`config.mk`:
```
export PLATFORM = sky130hd
export DESIGN_NAME = multi_room_light_ctrl
export DESIGN_NICKNAME = d
export VERILOG_FILES = /design/src/rtl/multi_room_light_ctrl.sv
export SDC_FILE = /design/constraint.sdc
export NUM_CORES = 1
export LEC_CHECK = 0
export ABC_AREA = 1
export CAP_MARGIN = 20
export CELL_PAD_IN_SITES_DETAIL_PLACEMENT = 1
export CELL_PAD_IN_SITES_GLOBAL_PLACEMENT = 1
export CORE_MARGIN = 5
export CORE_UTILIZATION = 45
export CTS_CLUSTER_SIZE = 10
export DETAILED_ROUTE_END_ITERATION = 10
export PLACE_DENSITY = 0.93
export SLEW_MARGIN = 25
export SYNTH_ARGS = -nofsm -noshare
export SYNTH_HDL_FRONTEND = slang
export SYNTH_SLANG_ARGS = --single-unit
```
`constraint.sdc`:
```
create_clock -name clk -period 2.7 [get_ports clk]
set_clock_uncertainty 0.15 [all_clocks]
set_input_delay 0.27 -clock clk [delete_from_list [all_inputs] [get_ports clk]]
set_output_delay 0.27 -clock clk [all_outputs]
set_load 0.005 [all_outputs]
```
`src/rtl/multi_room_light_ctrl.sv`:
```
// Multi-room occupancy light controller: per-room beam-pair direction FSM,
// saturating occupancy count, off-delay timer and global light override.
module multi_room_light_ctrl #(
  parameter int N_ROOMS   = 4,
  parameter int CNT_W     = 6,
  parameter int DLY_W     = 16,
  parameter int OFF_DELAY = 1000
) (
  input  logic                       clk,
  input  logic                       reset,
  input  logic [N_ROOMS-1:0]         s1,
  input  logic [N_ROOMS-1:0]         s2,
  input  logic [1:0]                 mode,
  output logic [N_ROOMS-1:0]         light,
  output logic [N_ROOMS*CNT_W-1:0]   occupancy,
  output logic [N_ROOMS-1:0]         sat,
  output logic [N_ROOMS-1:0]         err
);

  localparam logic [2:0] IDLE = 3'd0;
  localparam logic [2:0] IN1  = 3'd1;
  localparam logic [2:0] IN2  = 3'd2;
  localparam logic [2:0] IN3  = 3'd3;
  localparam logic [2:0] OUT1 = 3'd4;
  localparam logic [2:0] OUT2 = 3'd5;
  localparam logic [2:0] OUT3 = 3'd6;

  localparam logic [CNT_W-1:0] CNT_MAX  = '1;
  localparam logic [DLY_W-1:0] DLY_LOAD = DLY_W'(OFF_DELAY);

  logic [2:0]       state     [N_ROOMS];
  logic [2:0]       state_nxt [N_ROOMS];
  logic [CNT_W-1:0] count     [N_ROOMS];
  logic [DLY_W-1:0] timer     [N_ROOMS];
  logic [N_ROOMS-1:0] entry;
  logic [N_ROOMS-1:0] leave;

  always_comb begin
    entry = '0;
    leave = '0;
    for (int unsigned i = 0; i < N_ROOMS; i++) begin
      state_nxt[i] = state[i];
      case (state[i])
        IDLE: begin
          if ({s1[i], s2[i]} == 2'b10)      state_nxt[i] = IN1;
          else if ({s1[i], s2[i]} == 2'b01) state_nxt[i] = OUT1;
        end
        IN1: begin
          case ({s1[i], s2[i]})
            2'b11:   state_nxt[i] = IN2;
            2'b10:   state_nxt[i] = IN1;
            default: state_nxt[i] = IDLE;
          endcase
        end
        IN2: begin
          case ({s1[i], s2[i]})
            2'b01:   state_nxt[i] = IN3;
            2'b10:   state_nxt[i] = IN1;
            2'b11:   state_nxt[i] = IN2;
            default: state_nxt[i] = IDLE;
          endcase
        end
        IN3: begin
          case ({s1[i], s2[i]})
            2'b00: begin
              state_nxt[i] = IDLE;
              entry[i]     = 1'b1;
            end
            2'b11:   state_nxt[i] = IN2;
            2'b01:   state_nxt[i] = IN3;
            default: state_nxt[i] = IDLE;
          endcase
        end
        // Outbound path: same shape as inbound with s1/s2 roles swapped
        OUT1: begin
          case ({s1[i], s2[i]})
            2'b11:   state_nxt[i] = OUT2;
            2'b01:   state_nxt[i] = OUT1;
            default: state_nxt[i] = IDLE;
          endcase
        end
        OUT2: begin
          case ({s1[i], s2[i]})
            2'b10:   state_nxt[i] = OUT3;
            2'b01:   state_nxt[i] = OUT1;
            2'b11:   state_nxt[i] = OUT2;
            default: state_nxt[i] = IDLE;
          endcase
        end
        OUT3: begin
          case ({s1[i], s2[i]})
            2'b00: begin
              state_nxt[i] = IDLE;
              leave[i]     = 1'b1;
            end
            2'b11:   state_nxt[i] = OUT2;
            2'b10:   state_nxt[i] = OUT3;
            default: state_nxt[i] = IDLE;
          endcase
        end
        default: state_nxt[i] = IDLE;
      endcase
    end
  end

  always_ff @(posedge clk or negedge reset) begin
    if (!reset) begin
      for (int unsigned i = 0; i < N_ROOMS; i++) begin
        state[i] <= IDLE;
        count[i] <= '0;
        timer[i] <= '0;
      end
      light <= '0;
      sat   <= '0;
      err   <= '0;
    end else begin
      for (int unsigned i = 0; i < N_ROOMS; i++) begin
        state[i] <= state_nxt[i];

        if (entry[i]) begin
          if (count[i] == CNT_MAX) sat[i]   <= 1'b1;
          else                     count[i] <= count[i] + 1'b1;
        end else if (leave[i] && count[i] != '0) begin
          count[i] <= count[i] - 1'b1;
        end
        err[i] <= leave[i] && (count[i] == '0);

        // Held at full load while occupied so a re-entry mid-countdown restarts it
        if (count[i] != '0)      timer[i] <= DLY_LOAD;
        else if (timer[i] != '0) timer[i] <= timer[i] - 1'b1;

        case (mode)
          2'b00:   light[i] <= (count[i] != '0) || (timer[i] != '0);
          2'b01:   light[i] <= 1'b1;
          2'b10:   light[i] <= 1'b0;
          default: light[i] <= (count[i] != '0);
        endcase
      end
    end
  end

  always_comb begin
    occupancy = '0;
    for (int unsigned i = 0; i < N_ROOMS; i++) begin
      occupancy[i*CNT_W +: CNT_W] = count[i];
    end
  end

endmodule

```
# After elaboration in Yosys (flattened, before gate mapping)
# Index checks and enable logic that the tools add are counted.
totals:
  reg_bits: 112
  word_cells: 201
  out_inout_bits: 36
classes:
  addsub: 12
  n_mux: 72
  n_eq_ne: 50
  reduce_logical: 49
ops:
  columns: ["cell", "count"]
  rows:
  - ["16-bit two-way mux", 8]
  - ["3-bit case mux with 7 select lines", 4]
  - ["6-bit two-way mux", 12]
  - ["16-bit nonzero test", 4]
  - ["16-bit by 1-bit subtractor with 16-bit output (second input constant)", 4]
  - ["3-bit case mux with 2 select lines", 8]
  - ["3-bit == test (second input constant)", 12]
  - ["3-bit case mux with 3 select lines", 4]
  - ["2-bit case mux with 2 select lines", 8]
  - ["6-bit by 1-bit adder with 6-bit output (second input constant)", 4]
  - ["3-bit by 2-bit == test with 1-bit output (second input constant)", 8]
  - ["6-bit == test (second input constant)", 4]
  - ["6-bit logical NOT", 4]
  - ["3-bit two-way mux", 8]
  - ["2-bit case mux with 3 select lines", 4]
  - ["6-bit nonzero test", 4]
  - ["6-bit by 1-bit subtractor with 6-bit output (second input constant)", 4]
  - ["2-bit == test (second input constant)", 9]
  - ["2-bit AND reduction", 8]
  - ["2-bit nonzero test", 8]
  - ["3-bit by 1-bit == test with 1-bit output (second input constant)", 4]
  - ["3-bit logical NOT", 4]
  - ["1-bit two-way mux", 12]
  - ["3-bit inequality test (second input constant)", 4]
  - ["other kinds (6)", 30]

# Logic depth before layout (Yosys ltp)
# Gate-level depths: netlist of run 1.
depth:
  ltp_word: 6
  depth_mapped: 13
  depth_no_buf: 13

# Worst setup path before layout of run 1
# OpenSTA, ideal clock, no wires.
synth_path:
  path_kind: "input to register"
  startpoint: "input port s2[1]"
  endpoint: "register count (netlist bit occupancy[9])"
  setup_time_ns: 0.121
  t_required_ns: 2.429
  n_path_buf: 0
  cell_stages: 8
  slack_ns: 0.660
  arrival_ns: 1.768
  cell_sequence: "inv_1 -> ha_1 -> nand4_2 -> ha_1 -> or2_2 -> nand2_1 -> xor2_1 -> o21ai_2"
synth_between:
  elab_chain_cells: 6
  word_cells_on_any_way: 9
  cone_classes: "1 x eq/ne; 4 x mux; 4 x reduce/logical"
synth_rtl:
  columns: ["element", "line_no", "text"]
  rows:
  - ["start: declaration", "12", "input logic [N_ROOMS-1:0] s2,"]
  - ["2-bit logical NOT (*)", "64, 91", null]
  - ["1-bit two-way mux (*)", "64, 91", null]
  - ["1-bit two-way mux", "43", "case (state[i])"]
  - ["1-bit logical AND", "123", "end else if (leave[i] && count[i] != '0) begin"]
  - ["2-bit nonzero test (no line)", null, null]
  - ["2-bit AND reduction (no line)", null, null]
  - ["end signal: indexed assignment", "122", "else count[i] <= count[i] + 1'b1;"]
  - ["end signal: indexed assignment", "124", "count[i] <= count[i] - 1'b1;"]
  - ["end: declaration", "33", "logic [CNT_W-1:0] count [N_ROOMS];"]
# Every way passes the cells marked *; elsewhere a longest branch is shown, timed or not.
# A chain may end at the register's enable or synchronous reset.

# Worst setup path in the final report of run 1
layout_path:
  startpoint: "input port s1[0]"
  endpoint: "register count (netlist bit occupancy[4])"
layout_between:
  elab_chain_cells: 6
  word_cells_on_any_way: 9
  cone_classes: "1 x eq/ne; 4 x mux; 4 x reduce/logical"
layout_rtl:
  columns: ["element", "line_no", "text"]
  rows:
  - ["start: declaration", "11", "input logic [N_ROOMS-1:0] s1,"]
  - ["2-bit logical NOT (*)", "64, 91", null]
  - ["1-bit two-way mux (*)", "64, 91", null]
  - ["1-bit two-way mux", "43", null]
  - ["1-bit logical AND", "123", null]
  - ["2-bit nonzero test (no line)", null, null]
  - ["2-bit AND reduction (no line)", null, null]
# Marked as above.

==> results_dict.tcl, run 1 <==
set metrics [dict create \
    placed_cells 1388 \
    finalInstanceArea_sq_um 9060 \
    final_common_cell "nand2_1" \
    finalHoldViolations 0 \
    placed_cell_area_sq_um 8790 \
    grt_pass1_vias 8110 \
    worstPathCellList "clkdlybuf4s50_1 > inv_1 > ha_1 > nand4_2 > ha_1 > inv_1 > o21ai_0 > nand2_1 > nand2_1 > nand2_1 > nand3_1 > o21ai_0" \
    clockBufferDepth 2 \
    htreeDepth 3 \
    synth_area_sq_um 8010 \
    routabilityCongestion 0.858 \
    avgViaCountPerCell 5.27 \
    cpPeakStageDelay_ps 440 \
    cts_tree "built" \
    finalNonFillerCells 1404 \
    setup_viol 0 \
    grt_max_degree 42 \
    path_clk_slew_ps 70 \
    whs_ps 210 \
    r2r_end "occupancy[4]" \
    crit_type "in -> reg" \
    port_buffers 47 \
    core-area_sq_um 17400 \
    wl_per_cell_um 15.3 \
    tns_ps 0 \
    crit_path_frequent_cell "nand2_1" \
    final_antenna_net_count 0 \
    synth-main-ff-cell "dfrtp_1" \
    mostFrequentLayoutCells "nand2_1, inv_1, nor2_1, nand3_1, dfrtp_1" \
    ys_seq_area_frac 0.350 \
    wirelength_mm 21.5 \
    cp_top_family "adder cells" \
    drtPass1Iterations 5 \
    wl_met3_um 436 \
    dp_hpwl_mm 16.7 \
    dr_total_vias 7399 \
    drc_errors 0 \
    synth_seq_cells 112 \
    fin_total_pwr_mw 7.55 \
    rsz0062_at_grt "no" \
    dr.first_iter.drc_count 333 \
    yosysWarnings 0 \
    slew_headroom 0.720 \
    rows 48 \
    synth_edf_count 0 \
    r2r_setup_slack_ps 510 \
    top_layer "met4" \
    worstHoldPathType "in -> async" \
    io_pins 48 \
    ys_async_sr_fraction 1.00 \
    crit_fanout 7 \
    fin_crit_sh 0.874 \
    power_density_nw_per_um2 833 \
    die_w_um 143 \
    syn_area_per_cell_sq_um 7.20 \
    maxCapViolCount 0 \
    diodes 0 \
    die_y_um 143 \
    min_period_ps 2360 \
    path_buf_inv 3 \
    outcome "finished, final reports clean" \
    critical_path_required_ps 2790 \
    cp-end-kind "flip-flop" \
    drt-met1-wl_mm 9.64 \
    cts_resized 0 \
    syn_inst 1112 \
    dieArea_sq_um 20600 \
    vdd_ir_drop_max_uv 467 \
    clock-root-buffer "clkbuf_16" \
    crit_path_top_delay_cell "ha_1" \
    drive_gt1_frac 0.0984 \
    final_max_slew_viol_count 0 \
    initial_core_util 0.461 \
    routed-wl-met2_mm 11.2 \
    track_usage 0.222 \
    reg2reg_depth 10 \
    antenna_found_initial 0 \
    syn_nets 1183 \
    fmax_ghz 0.424 \
    clock_latency_ps 360 \
    grt_pass1_wl_mm 38.1 \
    synth_cell_type_count 44 \
    tightest_slew_ps 416 \
    p_leak_nw 4.52 \
    crit_path_start_kind "input pin" \
    worstReg2RegStart "state[11]" \
    arrival_ps 2450 \
    areaGrowthSynthToFinish_pct 13.2 \
    cts.sinks 112 \
    cts_made_buffers 9 \
    nets 1246 \
    grt-ovfl-total 0 \
]
==> layer usage <==
layer  vias up  GRT usage
li1       3661          -
met2        84      0.410
met5         -          0
met1      3631      0.275
met4         0     0.0466
met3        23     0.0356
==> Yosys cell counts, types with 3 or more instances <==
master | number | area share
or2_2 | 6 | 0.0047
o22ai_1 | 4 | 0.0031
dfrtp_1 | 112 | 0.35
nor4_1 | 4 | 0.0031
fa_1 | 4 | 0.010
nand4_1 | 14 | 0.011
o21bai_1 | 5 | 0.0047
nor3_1 | 23 | 0.014
xor2_1 | 16 | 0.017
nand4_2 | 4 | 0.0063
nand2_4 | 7 | 0.0098
nand3_2 | 11 | 0.014
inv_2 | 13 | 0.0061
xnor2_1 | 4 | 0.0044
a22oi_1 | 3 | 0.0028
nand3_1 | 128 | 0.080
inv_1 | 146 | 0.068
a21oi_1 | 28 | 0.017
o21ai_0 | 21 | 0.013
nor2_2 | 22 | 0.017
buf_2 | 4 | 0.0025
nor2_1 | 145 | 0.068
nand2_2 | 6 | 0.0047
nand2_1 | 283 | 0.13
ha_1 | 55 | 0.086
nor2_4 | 5 | 0.0070
nand3b_1 | 4 | 0.0038
o21ai_1 | 12 | 0.0075
==> layout make-up <==
| class | count | area (sq um) |
|---|---|---|
| well taps | 225 | 282 |
| fillers | 2252 | 8290 |
| clock buffers | 10 | 229 |
| flip-flops and latches | 112 | 2800 |
| inverters | 164 | 636 |
| multi-input cells | 827 | 4490 |
| repair buffers | 61 | 588 |
| clock inverters | 5 | 33.8 |
==> registers in the layout (all words and copies together) (netlist names) <==
| signal | count |
|---|---|
| err | 4 |
| light | 4 |
| occupancy | 24 |
| sat | 4 |
| state | 12 |
| timer | 64 |
==> worst reg2reg max path: cells and delay by family, from the launching register on <==
kind	cells	cell delay, ps
simple gates	5	540
flops	1	460
fa+ha+maj	1	450
compound gates	2	260
buf+inv	2	200
==> cell families (layout without fill, tap and decap cells) <==
logic type,Yosys count,in the layout,synth area share
DFF,112,112,0.350
buffers and inverters,173,240,0.0891
adders and majority gates,59,59,0.0959
AOI/OAI and AO/OA,77,77,0.0530
xor gates and xnor gates,20,20,0.0219
and+or+nand+nor,671,671,0.390
==> per-stage QoR <==
| stage | setup WS (ps) | utilization |
|---|---|---|
| floorplan | 660 | - |
| global placement | 169 | 0.506 |
| detailed placement | -38.7 | 0.506 |
| CTS | 347 | 0.522 |
| global route | 143 | 0.522 |
| finish | 341 | 0.522 |
==> how the worst max path moves through the flow <==
| stage | from | endpoint | slack, ps | cells past startpoint |
|---|---|---|---|---|
| floorplan | s2[1] | occupancy[9] | 660 | 8 |
| global placement | s2[1] | occupancy[11] | 170 | 13 |
| detailed placement | s1[0] | occupancy[4] | -40 | 12 |
| CTS | s1[0] | occupancy[4] | 350 | 12 |
| global route | s2[1] | occupancy[11] | 140 | 13 |
| finish | s1[0] | occupancy[4] | 340 | 12 |
==> repair_timing <==
| item | CTS | global route |
|---|---|---|
| hold endpoints to repair | 22 | 0 |
| hold buffers | 1 | 0 |
| setup buffers | 0 | 0 |
==> power breakdown <==
group | internal, mW | leakage [nW] | switching [mW] | total (mW)
clock | 0.623 | 0.125 | 0.642 | 1.26
sequential | 2.03 | 1.39 | 0.534 | 2.57
combinational | 1.39 | 3.00 | 2.33 | 3.72
Note: power is estimated with default switching activity, not from simulation.
==> run 2, diff against run 1 <==
--- a/config.mk
+++ b/config.mk
@@ -5,15 +5,14 @@
 export SDC_FILE = /design/constraint.sdc
 export NUM_CORES = 1
 export LEC_CHECK = 0
-export ABC_AREA = 1
 export CAP_MARGIN = 20
 export CELL_PAD_IN_SITES_DETAIL_PLACEMENT = 1
 export CELL_PAD_IN_SITES_GLOBAL_PLACEMENT = 1
 export CORE_MARGIN = 5
-export CORE_UTILIZATION = 45
+export CORE_UTILIZATION = 47
 export CTS_CLUSTER_SIZE = 10
 export DETAILED_ROUTE_END_ITERATION = 10
-export PLACE_DENSITY = 0.93
+export PLACE_DENSITY = 0.92
 export SLEW_MARGIN = 25
 export SYNTH_ARGS = -nofsm -noshare
 export SYNTH_HDL_FRONTEND = slang
==> run 2 against run 1 <==
Global-route usage increased by 0.30 points. Count of clock-buffer cells in the layout unchanged. Via count decreased by 18%. Routed wire length shrank 5.6%. Critical endpoint is now occupancy[22]. Largest cell class unchanged.
==> results_dict.tcl, run 2 <==
set metrics [dict create \
    outcome "finished, final reports clean" \
    vdd_ir_drop_max_uv 486 \
    p_switching_mw 3.45 \
    dieArea_sq_um 17500 \
    drive_gt1_frac 0.112 \
    largest_reg_flops 64 \
    syn_nets 818 \
    synth_area_leaders "dfrtp_1, ha_1, nor2_1" \
    worstReg2RegStart "timer[16]" \
    path_buf_inv 4 \
    drc_errors 0 \
    tns_ps 0 \
    fin_total_pwr_mw 7.92 \
    io_pins 48 \
    synth_commonest_cells "dfrtp_1, nor2_1, nand2_1" \
    crit_type "in -> reg" \
    power_density_nw_per_um2 952 \
    areaGrowthSynthToFinish_pct 18.5 \
    grt_pass1_vias 6807 \
    final_max_slew_viol_count 0 \
    synthAdderAreaFrac 0.109 \
    wirelength_mm 20.3 \
    arrival_ps 2710 \
    grt-ovfl-total 0 \
    dp_hpwl_mm 14.2 \
    whs_ps 344 \
    synth-main-ff-cell "dfrtp_1" \
    synth_compound_area_frac 0.141 \
    mostFrequentLayoutCells "dfrtp_1, nor2_1, nand2_1, ha_1, buf_4" \
    yosysWarnings 0 \
    synth_xor_area_frac 0.0823 \
    rows 44 \
    crit_path_start "s1[3]" \
    drtPass1Iterations 4 \
    muxShareOfSynthArea 0.0187 \
    track_usage 0.225 \
    clock-root-buffer "clkbuf_16" \
    crit_path_start_kind "input pin" \
    final_common_cell "dfrtp_1" \
    cp_top_family "buffers and inverters" \
    final_antenna_net_count 0 \
    worstHoldPathType "in -> async" \
    yosysTopAreaCell "dfrtp_1" \
    dr.first_iter.drc_count 312 \
    syn_inst 747 \
    cp-end-kind "flip-flop" \
    cts_made_buffers 9 \
    fmax_ghz 0.383 \
    synth_top_family_by_area "simple AND/OR/NAND/NOR gates" \
    p_leak_nw 3.57 \
    yosysMostFrequentCell "dfrtp_1" \
    fin_crit_sh 0.967 \
    cts_tree "built" \
    yosysTopAreaCellShare 0.399 \
    power_frac_comb 0.487 \
    synth_seq_cells 112 \
    core-area_sq_um 14600 \
    post-route-util 0.570 \
    port_buffers 47 \
    finalHoldViolations 0 \
    wl_per_cell_um 20.0 \
    setup_viol 0 \
    path_clk_slew_ps 80 \
    crit_fanout 4 \
    syn_area_per_cell_sq_um 9.40 \
    critical_path_required_ps 2800 \
    synth_cell_type_count 63 \
    synth-simple-area-share 0.215 \
    p_sw_frac 0.436 \
    routabilityCongestion 0.875 \
    worstPathCellList "clkdlybuf4s50_1 > inv_1 > ha_1 > nand4b_1 > buf_4 > buf_4 > fa_1 > a21o_1 > a21oi_1 > xnor2_1 > mux2_2" \
    crit_path_frequent_cell "buf_4" \
    finalInstanceArea_sq_um 8320 \
    die_w_um 132 \
    htreeDepth 3 \
    avgViaCountPerCell 5.98 \
    placed_cell_area_sq_um 7970 \
    grt_max_degree 113 \
    initial_core_util 0.481 \
    slew_headroom 0.453 \
    regMostFlops "timer" \
    synth_edf_count 0 \
    crit_path_top_delay_cell "clkdlybuf4s50_1" \
    clkPwrFrac 0.182 \
    ys_seq_area_frac 0.399 \
    synth_area_sq_um 7020 \
    cts.sinks 112 \
    dr_total_vias 6083 \
    intPower_mw 4.47 \
    maxCapViolCount 0 \
    cpPeakStageDelay_ps 430 \
    clock_latency_ps 370 \
    grt_pass1_wl_mm 33.4 \
    tightest_slew_ps 819 \
    die_y_um 132 \
    clockBufferDepth 2 \
    min_period_ps 2610 \
    ys_async_sr_fraction 1.00 \
    nets 899 \
    antenna_found_initial 0 \
    p_seq_frac 0.331 \
    diodes 0 \
]
## run 2: cell count changes after synthesis, sizes merged, moves of 16 or more
cell	previous run	this run
xnor2	4	34
nand3	141	15
xor2	16	32
nand2	296	59
o31ai	0	19
inv	162	34
clkbuf	0	21
nor2	173	81
nor4	4	21
## run 2: worst paths after layout
kind                                 end  slack (ps)  cells past startpoint
max                        occupancy[22]          90                     11
min                         occupancy[5]         340                      3
max reg2reg                    timer[25]          90                      7
min reg2reg                       sat[0]         350                      2
max in group asynchronous       state[9]        1490                      3
min in group clk                  sat[0]         350                      2
## run 2: layer usage
layer	GRT usage	vias to the layer above	part of all wire	wire, um
met5	0	-	0	0
met4	0.0600	0	0.018	367
met3	0.0408	34	0.029	595
met2	0.419	115	0.54	11000
met1	0.266	3113	0.41	8390
li1	-	2821	-	-
## run 2: stage by stage
stage | setup WS (ps) | cells
floorplan | 259 | 747
global placement | -16.8 | 998
detailed placement | -303 | 998
CTS | 78.1 | 1015
global route | -26.6 | 1017
finish | 89.6 | 1017
## run 2: layout make-up
| type | instances | area (sq um) |
|---|---|---|
| Clock buffer | 10 | 239 |
| Clock inverter | 6 | 75.1 |
| Fill cell | 1685 | 6270 |
| Inverter | 34 | 128 |
| Multi-Input combinational cell | 574 | 3980 |
| Sequential cell | 112 | 2810 |
| Tap cell | 184 | 230 |
| Timing Repair Buffer | 97 | 858 |
## run 2: what timing repair did
action,4_1_cts,5_1_grt
hold endpoints to repair,112,0
setup endpoints to repair,0,3
hold buffers,1,0
resized for setup,0,3
setup buffers,0,2
## run 2: kinds of logic (layout without fill, tap and decap cells)
logic type	after synthesis	in the layout
compound gates	148	148
xor+xnor	66	66
fa+ha+maj	59	59
buf+inv	61	147
flops	112	112
mux	12	12
simple gates	289	289
## run 2: worst min-delay path, delay by kind of cell
kind | cells | cell delay, ps
buf+inv | 3 | 1060
## run 2: power groups by stage
stage          clock network [mW]  logic (mW)  registers, mW
2_1_floorplan                   0        2.58           2.42
3_3_place_gp                    0        3.41           2.58
3_5_place_dp                    0        3.74           2.62
4_1_cts                      1.46        3.82           2.60
5_1_grt                      1.52        4.24           2.69
6_report                     1.44        3.85           2.62
==> RTL change 1, RTL diff (flow settings as in run 1) <==
Register the input `s1` before use, cleared by the reset. The logic sees it one clock later. The other inputs are not delayed to match.
--- a/src/rtl/multi_room_light_ctrl.sv
+++ b/src/rtl/multi_room_light_ctrl.sv
@@ -30,2 +30,12 @@
 
+  logic [N_ROOMS-1:0] s1_q;
+
+  always_ff @(posedge clk or negedge reset) begin
+    if (!reset) begin
+      s1_q <= '0;
+    end else begin
+      s1_q <= s1;
+    end
+  end
+
   logic [2:0]       state     [N_ROOMS];
@@ -44,7 +54,7 @@
         IDLE: begin
-          if ({s1[i], s2[i]} == 2'b10)      state_nxt[i] = IN1;
-          else if ({s1[i], s2[i]} == 2'b01) state_nxt[i] = OUT1;
+          if ({s1_q[i], s2[i]} == 2'b10)      state_nxt[i] = IN1;
+          else if ({s1_q[i], s2[i]} == 2'b01) state_nxt[i] = OUT1;
         end
         IN1: begin
-          case ({s1[i], s2[i]})
+          case ({s1_q[i], s2[i]})
             2'b11:   state_nxt[i] = IN2;
@@ -55,3 +65,3 @@
         IN2: begin
-          case ({s1[i], s2[i]})
+          case ({s1_q[i], s2[i]})
             2'b01:   state_nxt[i] = IN3;
@@ -63,3 +73,3 @@
         IN3: begin
-          case ({s1[i], s2[i]})
+          case ({s1_q[i], s2[i]})
             2'b00: begin
@@ -75,3 +85,3 @@
         OUT1: begin
-          case ({s1[i], s2[i]})
+          case ({s1_q[i], s2[i]})
             2'b11:   state_nxt[i] = OUT2;
@@ -82,3 +92,3 @@
         OUT2: begin
-          case ({s1[i], s2[i]})
+          case ({s1_q[i], s2[i]})
             2'b10:   state_nxt[i] = OUT3;
@@ -90,3 +100,3 @@
         OUT3: begin
-          case ({s1[i], s2[i]})
+          case ({s1_q[i], s2[i]})
             2'b00: begin
Function: changed (Yosys sat finds a counterexample within 10 cycles, from zero or initial values and one cycle with reset low).
==> RTL change 1 against run 1 <==
Highest routed layer unchanged. Sequential cell count increased by 4. Final area increased by 1.6%. Via count decreased by 2.4%. Count of clock-buffer cells in the layout increased by 10. Synthesized area decreased by 1.6%. Routed wire length increased by 2.2%. Non-clock buffer count decreased by 3. Largest cell class unchanged. Register-to-register slack got worse by 0.25 ns. Total power decreased by 1.2%. Setup slack got worse by 0.079 ns. Hold slack got worse by 0.080 ns.
==> RTL change 1: results (changes against run 1) <==
run status=finished, final reports clean; Max FO, Critical Path=8 (+1); NetSw=0.00305 W (-13%); first-pass GRT wire length=37600 um (-1.3%); vias in the first global route=7860 (-3.1%); Layout Nets=1188 (-4.7%); most instantiated cells after synthesis=234 x nand2_1, 137 x inv_1, 132 x nor2_1; Lkg Pwr=4.42 nW (-2.2%); Synth cell types=49 (+11%); cts bufs inserted=17 (+8); hpwl dp=15700 um (-6.0%); GR Util met1=0.272 (-0.00293); GRT met3 Usage=0.0360 (+0.000347); Net Count, Synth=1118 (-5.5%); synth warn=0 (unchanged); Via Count=7225 (-2.4%); hold path endpoint=s1_q[2]$_DFF_PN0_; Clock transition at path regs=0.06 ns; CP endpoint=occupancy[11]$_DFFE_PN0P_; root buffer cell=clkbuf_16; DR pass1 iterations=4 (-1); placer congestion estimate=0.837 (-2.4%); clock power share=0.284 (+0.116); met2 usage=0.416 (+0.00685); largest net degree at the start of global routing=68 (+62%); Overall Global Routing Usage=0.228 (+0.00536); Seq/Total Area, Yosys=0.368 (+0.0183); # fillers=2167 (-3.8%); reg2reg path depth=12 (+2); met2 wire length=11500 um (+2.6%); layout cells sized above 1=0.105 (+0.00613); initial DRC count=336 (+0.90%); CP Launch Point=s1_q[1]$_DFF_PN0_; met3 WL=583 um (+34%); Clk Latency, worst-skew pair=0.43 ns (+0.07 ns); wl on met1=9490 um (-1.6%); top cells by area, synth=dfrtp_1 37%, nand2_1 11%, ha_1 8.9%; Worst R2R Setup Slack=0.26 ns (-0.25 ns); worst vdd ir=0.000484 V (+3.6%); H-tree levels=4 (+1); Port Buf Inserts=47 (unchanged); HP Class=in -> reg; Detailed Route WL=22000 um (+2.2%); Crit Reg-Reg Startpoint=s1_q[1]$_DFF_PN0_; Antenna Cells=0 (unchanged); Final Setup Violations=0 (unchanged); Comb power frac=0.380 (-0.113); slew at the pin closest to its max-slew limit=0.382 ns (-0.0344 ns)
[RTL change 1: cell count changes in the layout (fill, tap and decap cells not counted), moves of 7 or more]
| cell | change |
|---|---|
| nand3_1 | -38 |
| clkbuf_16 | +8 |
| inv_1 | -9 |
| o21ai_0 | +21 |
| nor2_1 | -13 |
| nand4_1 | +7 |
| nand2_1 | -49 |
| nor2_2 | -8 |
[RTL change 1: kinds of logic after synthesis]
group                      share of synthesized area
AOI/OAI and AO/OA                             0.0816
xor gates and xnor gates                      0.0289
adders and majority gates                     0.0990
buffers and inverters                         0.0832
DFF                                            0.368
and+or+nand+nor                                0.339
[RTL change 1: per-stage QoR]
| stage | setup WS, ns | hold slack, ns | std cells | total power, W | area [um2] |
|---|---|---|---|---|---|
| final | 0.262 | 0.129 | 1354 | 0.00746 | 9210 |
| after global routing | 0.0841 | 0.120 | 1354 | 0.00799 | 9210 |
| after CTS | 0.252 | 0.120 | 1354 | 0.00751 | 9210 |
| after detailed placement | -0.0150 | 0.0605 | 1321 | 0.00532 | 8650 |
| after global placement | 0.104 | 0.0645 | 1321 | 0.00513 | 8650 |
| after floorplan | 0.562 | -0.176 | 1046 | 0.00438 | 7880 |
[RTL change 1: cell type report]
class                           count  area (um2)  share of cell area
Timing Repair Buffer               58         566              0.0614
Clock buffer                       20         437              0.0474
Inverter                          156         587              0.0637
Multi-Input combinational cell    767        4320               0.470
Clock inverter                     12         110              0.0120
Tap cell                          225         282              0.0306
Sequential cell                   116        2900               0.315
[RTL change 1: worst max-delay path: stages, from the launching register on]
cell,delay (ns)
dfrtp_1,0.43
inv_1,0.17
ha_1,0.25
nand4_4,0.19
ha_1,0.39
a21oi_1,0.22
o21ai_0,0.17
nand2_1,0.09
nand2_1,0.05
nand2_1,0.06
nand2_1,0.05
nand2_1,0.05
nand2_1,0.05
==> RTL change 2, RTL diff (config.mk and constraints of run 1) <==
Made on the original files. Change the parameter `N_ROOMS` from 4 to 8.
--- a/src/rtl/multi_room_light_ctrl.sv
+++ b/src/rtl/multi_room_light_ctrl.sv
@@ -3,3 +3,3 @@
 module multi_room_light_ctrl #(
-  parameter int N_ROOMS   = 4,
+  parameter int N_ROOMS   = 8,
   parameter int CNT_W     = 6,
Ports: changed (6 resized); port bits go from 48 to 92. No check against the original RTL was run, so the function may have changed too.
==> RTL change 2 against run 1 <==
Critical endpoint is now occupancy[17]$_DFFE_PN0P_. Setup slack worse by 0.080 ns. Sequential cell count up 112. Global-route usage increased by 0.52 points. Total power grew 110%. Routed wire length is 100% higher. Final area up 97%. Synthesized area increased by 92%. Highest routed layer unchanged. Largest cell class unchanged. Combinational power rose by 86%. Largest power group unchanged.
==> RTL change 2: results (changes against run 1) <==
Lkg Pwr=8.47 nW (+87%); Setup WS post-layout=0.261 ns (-0.0802 ns); Overall Global Routing Usage=0.228 (+0.00522); Synth cell types=51 (+16%); cts bufs inserted=29 (+20); hpwl dp=32700 um (+96%); H-tree levels=1 (-2); reg2reg path depth=11 (+1); Port Buf Inserts=91 (+94%); clk buf depth=3 (+1); # fillers=4228 (+88%); Final Hold Slack=0.119 ns (-0.0905 ns); WL/cell=16.2 um (+5.6%); top cells by area, synth=dfrtp_1 36%, nand2_1 11%, ha_1 9.1%; layout cells sized above 1=0.0749 (-0.0235); run status=finished, final reports clean; Reg with most FFs=timer; first-pass GRT wire length=75200 um (+98%); Layout Nets=2371 (+90%); DP Worst Slack=-0.0640 ns (-0.0253 ns); slew at the pin closest to its max-slew limit=0.605 ns (+0.189 ns); most instantiated cells after synthesis=455 x nand2_1, 325 x nor2_1, 271 x inv_1; Worst R2R Setup Slack=0.26 ns (-0.25 ns); Max FO, Critical Path=8 (+1); Net Count, Synth=2239 (+89%); DR pass1 iterations=4 (-1); vias in the first global route=15755 (+94%); worst vdd ir=0.000548 V (+17%); Arrival @ worst endpoint=2.73 ns (+0.28 ns); Via Count=14421 (+95%); placer congestion estimate=0.915 (+6.6%); initial DRC count=615 (+85%); Seq/Total Area, Yosys=0.365 (+0.0146)
==> RTL change 2: where the power goes <==
part | switching [W] | internal (W)
clock network | 0.00143 | 0.00208
registers | 0.00105 | 0.00405
logic | 0.00425 | 0.00266
total | 0.00673 | 0.00879
==> RTL change 2: cells by family after synthesis <==
group                      after synthesis  synth area share
adders and majority gates              120             0.102
xor gates and xnor gates                45            0.0256
DFF                                    224             0.365
AOI/OAI and AO/OA                      248            0.0903
buffers and inverters                  311            0.0794
and+or+nand+nor                       1151             0.338
==> RTL change 2: routing by layer <==
| layer | global-route usage | part of all wire | vias to the layer above |
|---|---|---|---|
| li1 | - | - | 7036 |
| met5 | 0 | 0 | - |
| met4 | 0.0572 | 0.025 | 0 |
| met1 | 0.279 | 0.43 | 7121 |
| met2 | 0.428 | 0.52 | 186 |
| met3 | 0.0230 | 0.023 | 78 |
==> RTL change 2: area by class of cell <==
class / count / area [um2] / area share
clock buffers: 38 / 820 / 0.0460
clock inverters: 4 / 23.8 / 0.00133
inverters: 296 / 1110 / 0.0626
multi-input cells: 1564 / 8550 / 0.480
flip-flops and latches: 224 / 5610 / 0.315
well taps: 448 / 561 / 0.0315
repair buffers: 116 / 1140 / 0.0642
==> RTL change 2: through the flow <==
stage,TNS (ns),std cells,cell area (um2),power (W)
after detailed placement,-0.238,2647,17000,0.0120
after floorplan,0,2099,15400,0.00953
after CTS,0,2690,17800,0.0156
after global placement,0,2647,17000,0.0115
final,0,2690,17800,0.0155
after global routing,0,2690,17800,0.0168
==> RTL change 2: final timing paths <==
check / start / endpoint
setup / recovery: state[17]$_DFFE_PN0P_ / occupancy[17]$_DFFE_PN0P_
hold / removal: reset / err[7]$_DFF_PN0_
setup reg to reg: state[17]$_DFFE_PN0P_ / occupancy[17]$_DFFE_PN0P_
hold reg to reg: timer[0]$_DFFE_PN0N_ / timer[0]$_DFFE_PN0N_
max in group asynchronous: reset / timer[106]$_DFFE_PN0N_
min in group clk: timer[0]$_DFFE_PN0N_ / timer[0]$_DFFE_PN0N_
==> RTL change 2: critical path: cells and delay by family (launching register included) <==
| family | cells | cell delay (ns) |
|---|---|---|
| adders and majority gates | 1 | 0.45 |
| and+or+nand+nor | 7 | 0.66 |
| AOI/OAI and AO/OA | 2 | 0.44 |
| buffers and inverters | 1 | 0.19 |
| DFF | 1 | 0.45 |
==> RTL change 2: repair_timing <==
item	4_1_cts	5_1_grt
hold endpoints to repair	145	0
hold buffers	1	0
endpoints found under the setup margin	0	0
